## src/rtl/ps2_poly_note_decoder.sv

```systemverilog
// PS/2 set-2 scan-code parser driving a polyphonic note allocator with
// octave/amplitude control keys. All outputs are registered on CLOCK_50.
module ps2_poly_note_decoder #(
   parameter int NUM_VOICES  = 4,
   parameter int OCT_WIDTH   = 3,
   parameter int OCT_DEFAULT = 4,
   parameter int AMP_WIDTH   = 4,
   parameter int AMP_DEFAULT = 8,
   localparam int EV_W = (NUM_VOICES > 1) ? $clog2(NUM_VOICES) : 1
) (
   input  logic                            CLOCK_50,
   input  logic                            KEY,
   input  logic [7:0]                      scan_code,
   input  logic                            scan_valid,
   output logic [NUM_VOICES-1:0]           voice_active,
   output logic [4*NUM_VOICES-1:0]         voice_note,
   output logic [OCT_WIDTH*NUM_VOICES-1:0] voice_octave,
   output logic [OCT_WIDTH-1:0]            octave,
   output logic [AMP_WIDTH-1:0]            amplitude,
   output logic                            event_valid,
   output logic                            event_on,
   output logic [EV_W-1:0]                 event_voice,
   output logic                            overflow,
   output logic [1:0]                      state_dbg
);

   // Handshake: a byte is taken on every rising edge where scan_valid=1;
   // there is no back-pressure, so the parser must accept one byte per cycle.

   typedef enum logic [1:0] {S_IDLE, S_BRK, S_EXT, S_EXT_BRK} state_t;

   localparam logic [7:0] CODE_BRK = 8'hF0;
   localparam logic [7:0] CODE_EXT = 8'hE0;

   state_t       state;
   logic [3:0]   ctrl_held;
   logic         code_is_note;
   logic [3:0]   code_note;
   logic         code_is_ctrl;
   logic [1:0]   code_ctrl;
   logic         held_hit;
   logic [EV_W-1:0] held_idx;
   logic         free_found;
   logic [EV_W-1:0] free_idx;

   assign state_dbg = state;

   always_comb begin
      code_is_note = 1'b0;
      code_note    = 4'd0;
      code_is_ctrl = 1'b0;
      code_ctrl    = 2'd0;
      case (scan_code)
         8'h1C: begin code_is_note = 1'b1; code_note = 4'd0;  end
         8'h1D: begin code_is_note = 1'b1; code_note = 4'd1;  end
         8'h1B: begin code_is_note = 1'b1; code_note = 4'd2;  end
         8'h24: begin code_is_note = 1'b1; code_note = 4'd3;  end
         8'h23: begin code_is_note = 1'b1; code_note = 4'd4;  end
         8'h2B: begin code_is_note = 1'b1; code_note = 4'd5;  end
         8'h2C: begin code_is_note = 1'b1; code_note = 4'd6;  end
         8'h34: begin code_is_note = 1'b1; code_note = 4'd7;  end
         8'h35: begin code_is_note = 1'b1; code_note = 4'd8;  end
         8'h33: begin code_is_note = 1'b1; code_note = 4'd9;  end
         8'h3C: begin code_is_note = 1'b1; code_note = 4'd10; end
         8'h3B: begin code_is_note = 1'b1; code_note = 4'd11; end
         8'h1A: begin code_is_ctrl = 1'b1; code_ctrl = 2'd0;  end
         8'h22: begin code_is_ctrl = 1'b1; code_ctrl = 2'd1;  end
         8'h16: begin code_is_ctrl = 1'b1; code_ctrl = 2'd2;  end
         8'h1E: begin code_is_ctrl = 1'b1; code_ctrl = 2'd3;  end
         default: ;
      endcase
   end

   // Descending scan so the lowest matching index is the one that sticks.
   always_comb begin
      held_hit   = 1'b0;
      held_idx   = '0;
      free_found = 1'b0;
      free_idx   = '0;
      for (int i = NUM_VOICES - 1; i >= 0; i--) begin
         if (!voice_active[i]) begin
            free_found = 1'b1;
            free_idx   = EV_W'(i);
         end
         if (voice_active[i] && (voice_note[4*i +: 4] == code_note)) begin
            held_hit = 1'b1;
            held_idx = EV_W'(i);
         end
      end
   end

   always_ff @(posedge CLOCK_50 or negedge KEY) begin
      if (!KEY) begin
         state        <= S_IDLE;
         voice_active <= '0;
         voice_note   <= '0;
         voice_octave <= '0;
         octave       <= OCT_WIDTH'(OCT_DEFAULT);
         amplitude    <= AMP_WIDTH'(AMP_DEFAULT);
         ctrl_held    <= '0;
         event_valid  <= 1'b0;
         event_on     <= 1'b0;
         event_voice  <= '0;
         overflow     <= 1'b0;
      end else begin
         event_valid <= 1'b0;
         overflow    <= 1'b0;
         if (scan_valid) begin
            case (state)
               S_IDLE: begin
                  if (scan_code == CODE_BRK) begin
                     state <= S_BRK;
                  end else if (scan_code == CODE_EXT) begin
                     state <= S_EXT;
                  end else if (code_is_note) begin
                     // A repeat of a held semitone is typematic and is ignored.
                     if (!held_hit) begin
                        if (free_found) begin
                           voice_active[free_idx]                    <= 1'b1;
                           voice_note[4*free_idx +: 4]               <= code_note;
                           voice_octave[OCT_WIDTH*free_idx +: OCT_WIDTH] <= octave;
                           event_valid <= 1'b1;
                           event_on    <= 1'b1;
                           event_voice <= free_idx;
                        end else begin
                           overflow <= 1'b1;
                        end
                     end
                  end else if (code_is_ctrl && !ctrl_held[code_ctrl]) begin
                     ctrl_held[code_ctrl] <= 1'b1;
                     case (code_ctrl)
                        2'd0: if (octave != '0) octave <= octave - 1'b1;
                        2'd1: if (octave != {OCT_WIDTH{1'b1}}) octave <= octave + 1'b1;
                        2'd2: if (amplitude != '0) amplitude <= amplitude - 1'b1;
                        default: if (amplitude != {AMP_WIDTH{1'b1}}) amplitude <= amplitude + 1'b1;
                     endcase
                  end
               end
               S_BRK: begin
                  if (scan_code == CODE_BRK) begin
                     state <= S_BRK;
                  end else if (scan_code == CODE_EXT) begin
                     state <= S_EXT_BRK;
                  end else begin
                     state <= S_IDLE;
                     if (code_is_note && held_hit) begin
                        voice_active[held_idx] <= 1'b0;
                        event_valid <= 1'b1;
                        event_on    <= 1'b0;
                        event_voice <= held_idx;
                     end else if (code_is_ctrl) begin
                        ctrl_held[code_ctrl] <= 1'b0;
                     end
                  end
               end
               S_EXT: begin
                  state <= (scan_code == CODE_BRK) ? S_EXT_BRK : S_IDLE;
               end
               default: begin
                  state <= S_IDLE;
               end
            endcase
         end
      end
   end

endmodule
```

## config.mk

```make
export PLATFORM = sky130hd
export DESIGN_NAME = ps2_poly_note_decoder
export DESIGN_NICKNAME = d
export VERILOG_FILES = /design/src/rtl/ps2_poly_note_decoder.sv
export SDC_FILE = /design/constraint.sdc
export NUM_CORES = 1
export LEC_CHECK = 0
export ABC_AREA = 1
export BUFFER_PORTS_ARGS = -buffer_cell sky130_fd_sc_hd__buf_2
export CORE_MARGIN = 2
export CORE_UTILIZATION = 50
export DETAILED_ROUTE_END_ITERATION = 8
export PLACE_DENSITY = 0.72
export REMOVE_ABC_BUFFERS = 1
export SYNTH_ARGS = -nofsm -noshare
export SYNTH_HDL_FRONTEND = slang
export SYNTH_SLANG_ARGS = --single-unit
```

## constraint.sdc

```tcl
create_clock -name CLOCK_50 -period 2.6 [get_ports CLOCK_50]
set_input_delay 0.52 -clock CLOCK_50 [delete_from_list [all_inputs] [get_ports CLOCK_50]]
set_output_delay 0.52 -clock CLOCK_50 [all_outputs]
set_load 0.005 [all_outputs]
```

==> results.yml <==
placement:
  dp_hpwl_mm: 6.80
  gp_congestion: 0.943
  io_buffer_count: 56
die:
  core_area_sq_mm: 0.00676
  dieHeight_microns: 87.4
  initial_core_util_pct: 51.4
  io_pins: 57
  die-area_sq_mm: 0.00763
  row_count: 30
  die_w_microns: 87.4
power_and_ir_drop:
  ir_drop_v: 0.000396
  p_seq_share_pct: 39.0
  power_density_mw_per_mm2: 612
  p_clk_share_pct: 21.1
  power.internal_w: 0.00145
  switching_share_pct: 41.0
  p_comb_share_pct: 39.9
  p_leak_nw: 2.16
  switchingPower_w: 0.00100
clocking:
  cts_setup_buffers: 0
  cts-resized-gates: 0
  clock_latency_ns: 0.31
  clock_sinks: 50
  ctsHoldBuffers: 0
  cts_tree: "built"
  cts_buffer_depth: 2
  cts_root_buffer: "clkbuf_8"
  clkTransAtPathRegs_ns: 0.10
  cts_made_buffers: 5
  htree_levels: 2
setup_path:
  crit_slowest_cell: "dfrtp_1"
  path_class: "reg2reg"
  start_kind: "flip-flop"
  path_cells: "inv_1 > nor2_1 > a31oi_1 > ha_1 > inv_1 > nor3_1 > buf_4 > nand3_1 > o21ai_0"
  cp_data_arrival_time_ns: 2.51
  crit_path_frequent_cell: "inv_1"
  cp.buffers_inverters: 3
  r2r_slack_ns: 0.32
  crit_path_max_fanout: 8
  crit_path_end_kind: "flip-flop"
  cp.required_ns: 2.83
  cpPeakStageDelay_ns: 0.48
  cpLargestDelayFamily: "compound AO/OA/AOI/OAI gates"
sta:
  finalCritPeriodShare_pct: 87.8
  max-slew-margin-rel_pct: 63.0
  tightest_slew_ns: 0.552
  setup-tns-final_ns: 0
  timing.fmax_mhz: 438
  hold_violations: 0
  setup_viol: 0
  finalCriticalPeriod_ns: 2.28
  rsz0062_at_grt: "false"
  slew_violations: 0
  fin_skew_ns: 0.0112
logic_synthesis:
  synth_most_common_cell: "nand2_1"
  synthArstFlopShare_pct: 100
  ys_types: 39
  synthFlopType: "dfrtp_1"
  seq_area_frac_synth_pct: 36.1
  syn_area_sq_mm: 0.00347
  synthTopCellsByCount: "115 x nand2_1, 51 x inv_1, 48 x dfrtp_1"
  synth_edf_count: 0
  netlist.area_leader.share_pct: 34.6
  ys_top_cells_by_area: "dfrtp_1 35%, nand2_1 12%, nand3_1 6.5%"
  synth-seq-cells: 50
  post_synth.cell_area_avg_sq_um: 7.54
  synth_top_area_cell: "dfrtp_1"
  yosys_warnings: 0
  synth_cells: 461
route:
  vias: 3284
  drt_pass1_iterations: 5
  routedWlPerCell_microns: 14.2
  drc_errors: 0
  ant_nets: 0
  drt_iter0_markers: 213
  vias_per_cell: 5.36
  wl_mm: 8.71
finish:
  fillers: 609
  nNetsFinal: 553
  ff_latch_area_sq_mm: 0.00125
  syn2layout_area_growth_pct: 15.3
  final_core_util_pct: 59.3
  drive_above_1_share_pct: 27.0
  multi_input_area_sq_mm: 0.00192
  diodes: 0
grt:
  antenna_found_initial: 0
  grt_pass1_wl_mm: 14.0
  grt_use_total_pct: 23.4
  grt_remaining_overflow: 0
  grt_pass1_vias: 3042
  grt_max_degree: 24
hold_path:
  hold_class: "in2async"
status:
  status: "finished clean"
job:
  cap_violations: 0
[cells by family (layout without fill, tap and decap cells)]
logic type	count (synthesis)	after routing	synth area share [%]
buf+inv	69	141	8.68
xor+xnor	12	12	3.02
compound gates	58	58	10.5
simple gates	262	262	37.7
flops	50	50	36.1
fa+ha+maj	10	10	4.03
[final cells by class]
| type | instances | area share, % |
|---|---|---|
| clock buffers | 7 | 2.40 |
| well taps | 80 | 2.50 |
| clock inverters | 1 | 0.219 |
| inverters | 62 | 5.87 |
| multi-input cells | 342 | 47.9 |
| repair buffers | 71 | 9.81 |
| flip-flops and latches | 50 | 31.3 |
[sequential cells by signal, summed over array words and instances (netlist names), named ones only]
register      flops
octave            3
voice_active      4
voice_note       16
event_voice       2
voice_octave     12
event_on          1
event_valid       1
amplitude         4
overflow          1
state_dbg         2
[routing by layer]
metal  vias up  global-route usage [%]  wire [microns]
li1       1630                       -               -
met1      1526                    30.3            3940
met2       112                    39.3            4180
met3        16                    3.79             405
met4         0                    8.53             179
met5         -                       0               0
[through the flow]
stage | cell area (sq um) | hold slack, ns | instances | setup WS [ns] | total power [W]
after floorplan | 3410 | 0.224 | 454 | 0.326 | 0.00155
after global placement | 3900 | 0.384 | 605 | 0.0642 | 0.00192
after detailed placement | 3900 | 0.382 | 605 | 0.00847 | 0.00194
after CTS | 4010 | 0.0353 | 613 | 0.322 | 0.00245
after global routing | 4010 | 0.0498 | 613 | 0.0828 | 0.00262
final | 4010 | 0.0390 | 613 | 0.317 | 0.00245
[power by group through the flow]
stage	Sequential, W	Combinational, W	Clock [W]
after CTS	0.000954	0.000971	0.000528
after global placement	0.000971	0.000952	0
after floorplan	0.000953	0.000599	0
after detailed placement	0.000968	0.000968	0
after global routing	0.000966	0.00110	0.000555
final	0.000955	0.000977	0.000517
[placed cells by master, fill, tap and decap left out]
cell type  instances
xnor2_1            1
buf_4             15
ha_1               8
dfrtp_1           48
nand4_1           11
o31ai_1            1
nor2_8             1
o21ai_0           29
clkbuf_8           7
inv_1             51
clkinv_4           1
o21ai_2           16
o21ai_1            2
nand3_1           45
o21a_1             1
nor4_1             1
nand2_8            1
nand3_2            5
inv_2             10
nand2_4            6
fa_1               2
nand2_2           12
nand3b_1           1
dfstp_2            2
nand2_1          115
o22ai_1            1
nor3_2             2
buf_2             56
xor2_1            11
nor2_1            40
nand4_4            1
inv_4              1
a31oi_1            2
nor2_4             6
a32o_1             1
nor3_1            12
a21oi_1            5
and2_1             1
nor2_2             2
[final timing paths]
check	startpoint	end	cells after the start
min in group CLOCK_50	voice_octave[4]$_DFFE_PN0P_	voice_octave[4]$_DFFE_PN0P_	2
setup reg to reg	voice_active[0]$_DFFE_PN0P_	voice_note[1]$_DFFE_PN0P_	9
hold / removal	KEY	state_dbg[1]$_DFFE_PN0P_	1
max in group asynchronous	KEY	octave[2]$_DFFE_PN1P_	2
hold reg to reg	voice_octave[4]$_DFFE_PN0P_	voice_octave[4]$_DFFE_PN0P_	2
setup / recovery	voice_active[0]$_DFFE_PN0P_	voice_note[1]$_DFFE_PN0P_	9
(Power assumes the default switching activity.)
